## src/rtl/fifo_byte_reader.sv

```systemverilog
// Read-side consumer of the async FIFO: pairs popped nibbles into bytes (low nibble first)
// and presents them on a valid/ready port through a 2-entry buffer. Optional: FIFO_RD_PARITY_EN.
module fifo_byte_reader #(
   parameter int unsigned RD_LAT = 1,
   parameter int unsigned DEPTH  = 2
) (
   input  logic       clk,
   input  logic       reset,
   input  logic       empty,
   input  logic [3:0] rdata,
   output logic       rinc,
   input  logic       flush,
   output logic [7:0] m_data,
   output logic       m_valid,
   input  logic       m_ready,
   output logic       partial
`ifdef FIFO_RD_PARITY_EN
   ,output logic      m_parity
`endif
);

   logic [1:0] count;
   logic       head;
   logic       tail;
   logic       inflight;
   logic [3:0] hold;
   logic [7:0] mem [DEPTH];
`ifdef FIFO_RD_PARITY_EN
   logic       par_mem [DEPTH];
`endif
   logic [2:0] credit;
   logic       capture;
   logic       push;
   logic       pop;

   // Credit counts nibbles already owned (buffered, held, in flight); 4 = two full bytes.
   always_comb begin
      credit  = {count, 1'b0} + {2'b00, partial} + {2'b00, inflight};
      rinc    = ~reset & ~empty & (credit < 3'd4);
      capture = (RD_LAT == 0) ? rinc : inflight;
      push    = capture & partial;
      pop     = m_valid & m_ready;
      tail    = head ^ count[0];
   end

   assign m_valid = (count != 2'd0);
   assign m_data  = mem[head];
`ifdef FIFO_RD_PARITY_EN
   assign m_parity = par_mem[head];
`endif

   always_ff @(posedge clk or posedge reset) begin
      if (reset) begin
         inflight <= 1'b0;
         partial  <= 1'b0;
         hold     <= '0;
      end else begin
         inflight <= (RD_LAT == 1) && rinc;
         if (push) begin
            partial <= 1'b0;
         end else if (capture && !flush) begin
            partial <= 1'b1;
            hold    <= rdata;
         end else if (flush) begin
            partial <= 1'b0;
         end
      end
   end

   always_ff @(posedge clk or posedge reset) begin
      if (reset) begin
         count <= '0;
         head  <= 1'b0;
         for (int unsigned i = 0; i < DEPTH; i++) begin
            mem[i] <= '0;
`ifdef FIFO_RD_PARITY_EN
            par_mem[i] <= 1'b0;
`endif
         end
      end else begin
         case ({push, pop})
            2'b10:   count <= count + 2'd1;
            2'b01:   count <= count - 2'd1;
            default: count <= count;
         endcase
         if (pop)
            head <= ~head;
         if (push) begin
            mem[tail] <= {rdata, hold};
`ifdef FIFO_RD_PARITY_EN
            par_mem[tail] <= ~^{rdata, hold};
`endif
         end
      end
   end

endmodule

```

## config.mk

```make
export PLATFORM = sky130hd
export DESIGN_NAME = fifo_byte_reader
export DESIGN_NICKNAME = d
export VERILOG_FILES = /design/src/rtl/fifo_byte_reader.sv
export SDC_FILE = /design/constraint.sdc
export NUM_CORES = 1
export LEC_CHECK = 0
export CORE_UTILIZATION = 50
export DETAILED_ROUTE_END_ITERATION = 8
export GPL_ROUTABILITY_DRIVEN = 0
export GPL_TIMING_DRIVEN = 0
export PLACE_DENSITY = 0.85
export SYNTH_ARGS = -nofsm -noshare
export SYNTH_HDL_FRONTEND = slang
export SYNTH_SLANG_ARGS = --single-unit
```

## constraint.sdc

```tcl
create_clock -name clk -period 2 [get_ports clk]
set_input_delay 0.5 -clock clk [delete_from_list [all_inputs] [get_ports clk]]
set_output_delay 0.5 -clock clk [all_outputs]
set_load 0.05 [all_outputs]
```

==> run metrics <==
Pleak=about 0.64 nW; Worst-Margin Slew=0.922 ns; largest net degree at the start of global routing=26; I/O Pins=20; Total Routing Usage GR=16.9%; Max Slew Vio Count=0; final setup margin=roughly 0.08 ns; clock tree buffer depth=2; CP max-delay cell=dfrtp_2; drt first pass iters=3; top cell type's share of synthesized area=between 50% and 60%; Die Ht=49.5 microns; period utilization=between 90% and 100%; min-delay src=count[1]$_DFFE_PP0P_; most common cell in the synthesized netlist=dfrtp_1; FF+latch count, synth=25; clk_skew=0.0113 ns; cell count after synthesis=74; Routed WL=1.82 mm; Final Setup Violations=0; placed inst area=1360 sq um; post-route ant nets=0; worst path cell trace=or2_2 > clkdlybuf4s15_2; Min-Delay Path Class=flop to flop; Layout area overhead=19.9%; post-synth cell types=17; area of the multi-input gates=485 sq um; Detailed Route Iter0 Violations=1; DRC Markers=0; Starting Density=55.1%; antenna diode count=0; Crit path required time=about 1.5 ns; FF/Latch Area=627 sq um; Arr. time, crit path=1.42 ns; global route total overflow=0; Tmin final=1.92 ns; type of origin of the critical path=flop; Syn Area/Cell=15.2 sq um; total CTS buffers=3; PnR Total Power=0.00205 W; DP Wirelength=about 1.3 mm; async set-reset flop share out of synthesis=100%; endpoints failing hold=0; FF-to-FF setup slack=about 0.36 ns; CP Class=flop to primary output; CTS tree=yes; row cnt=16; YS warnings=0; routed vias/inst=5.16; Final TNS setup=0 ns; critical-path maximum fanout=5; outcome=finished clean; Cell Area, Synth=1130 sq um; Die X=49.5 microns; pwr dens=1520 nW/um^2; Post-synth EDFFs=0; Post-synth top cells=dfrtp_1, mux2_2, mux2_4; top cells by area, synth=dfrtp_1, mux2_2, mux2_4; Die Area=2450 sq um; peak supply drop=~850 uV; sequential fraction of the synthesis area=55.6%; core box area=2040 sq um; Crit path largest cell delay=0.47 ns; final instance area=1350 sq um; layout cells sized above 1=49.5%; ys flop type=dfrtp_1; CP Launch Point=count[0]$_DFFE_PP0P_; # port buffers=19; Yosys top cell by area=dfrtp_1; worst-skew pair later-pin latency=0.33 ns; Hold Path End=count[1]$_DFFE_PP0P_; DR vias=640; FMAX=0.521 GHz; RR Endpoint=count[1]$_DFFE_PP0P_; fillcell total=174; worst slack, placed=-0.493 ns; fin nets=between 100 and 150; WL/cell=14.7 microns; CTS Sinks=25; RSZ-0062 raised after global routing=no; RR Startpoint=count[0]$_DFFE_PP0P_; Root Driver=clkbuf_4; number of max-cap violations=0; Rel. slew slack=38.5%; H-tree level count=1; Synth Net Count=84; reg2reg path depth=5; Worst-path clk slew=0.13 ns; Hold Path Stages=1; final core utilization=66.1%; number of global-route vias before repair=693; first-pass GRT wire length=3.08 mm; initial antenna violation count=0; Crit. End Element=primary output
power breakdown:
group	internal, W	leakage, nW	switching [W]	total (W)
clock network	0.0000765	0.0139	0.000156	0.000232
registers	0.000701	0.323	0.000130	0.000832
logic	0.000416	0.306	0.000570	0.000986
total	0.00119	0.643	0.000856	0.00205
metrics by stage:
| step | instances | hold WS [ns] |
|---|---|---|
| 3_3_place_gp | 120 | 0.485 |
| 3_5_place_dp | 120 | 0.495 |
| 5_1_grt | 124 | 0.544 |
| 6_report | 124 | 0.517 |
| 4_1_cts | 124 | 0.523 |
| 2_1_floorplan | 74 | 0.475 |
area by class of cell:
| type | count | area share (%) |
|---|---|---|
| Timing Repair Buffer | 19 | 10.9 |
| Buffer | 2 | 1.67 |
| Clock buffer | 3 | 1.67 |
| Tap cell | 27 | 2.50 |
| Sequential cell | 25 | 46.4 |
| Clock inverter | 1 | 0.556 |
| Inverter | 1 | 0.278 |
| Multi-Input combinational cell | 46 | 36.0 |
flip-flops by register name (all words and copies together), names as in the netlist:
name / flops
mem: 16
hold: 4
count: 2
capture: 1
head: 1
partial: 1
cells in the final DEF (no fill, tap or decap):
cell type and instances:
dfrtp_2 1, clkdlybuf4s50_1 8, buf_4 1, nor2_2 1, xor2_1 3, mux2_4 8
dlygate4sd2_1 1, clkinvlp_4 1, nor3b_1 1, nor3_4 1, buf_2 8, clkdlybuf4s15_2 1
mux2_2 20, nand3_1 1, buf_6 2, dfrtp_1 24, or2_2 1, xnor2_1 4
nand2_1 1, nor2_1 2, and2_1 1, clkbuf_4 3, and2b_1 1, inv_1 1
ha_1 1
routing by layer:
metal,up-vias,GRT usage [%],wire length (microns)
li1,300,-,-
met1,325,22.5,821
met2,13,27.4,917
met3,2,2.78,63
met4,0,7.14,18
met5,-,0,0
critical path, delay by kind of cell (launching register included):
kind | cells | cell delay, ns
DFF | 1 | 0.47
and+or+nand+nor | 1 | 0.29
buffers and inverters | 1 | 0.34
what timing repair did:
action / CTS / global route
resized for setup: 50 / 1
setup endpoints to repair: 11 / 1
cloned: 0 / 0
pin swaps: 0 / 0
hold endpoints to repair: 0 / 0
hold buffers: 0 / 0
setup buffers: 0 / 0
kinds of logic (layout without fill, tap and decap cells):
kind of cell | Yosys count | count (layout) | synth area share, %
multiplexers | 28 | 28 | 30.7
buffers and inverters | 3 | 26 | 2.33
XOR/XNOR | 7 | 7 | 5.44
flip-flops | 25 | 25 | 55.6
AND/OR/NAND/NOR | 10 | 10 | 4.89
adder cells (fa/ha/maj) | 1 | 1 | 1.11
how the worst max path moves through the flow:
stage,to,slack [ns],cells past startpoint
4_1_cts,rinc,0.04,4
2_1_floorplan,rinc,0.06,3
6_report,m_valid,0.08,2
3_3_place_gp,rinc,-0.48,3
3_5_place_dp,rinc,-0.49,3
5_1_grt,rinc,0.02,4
Power figures use the tool's default switching activity.
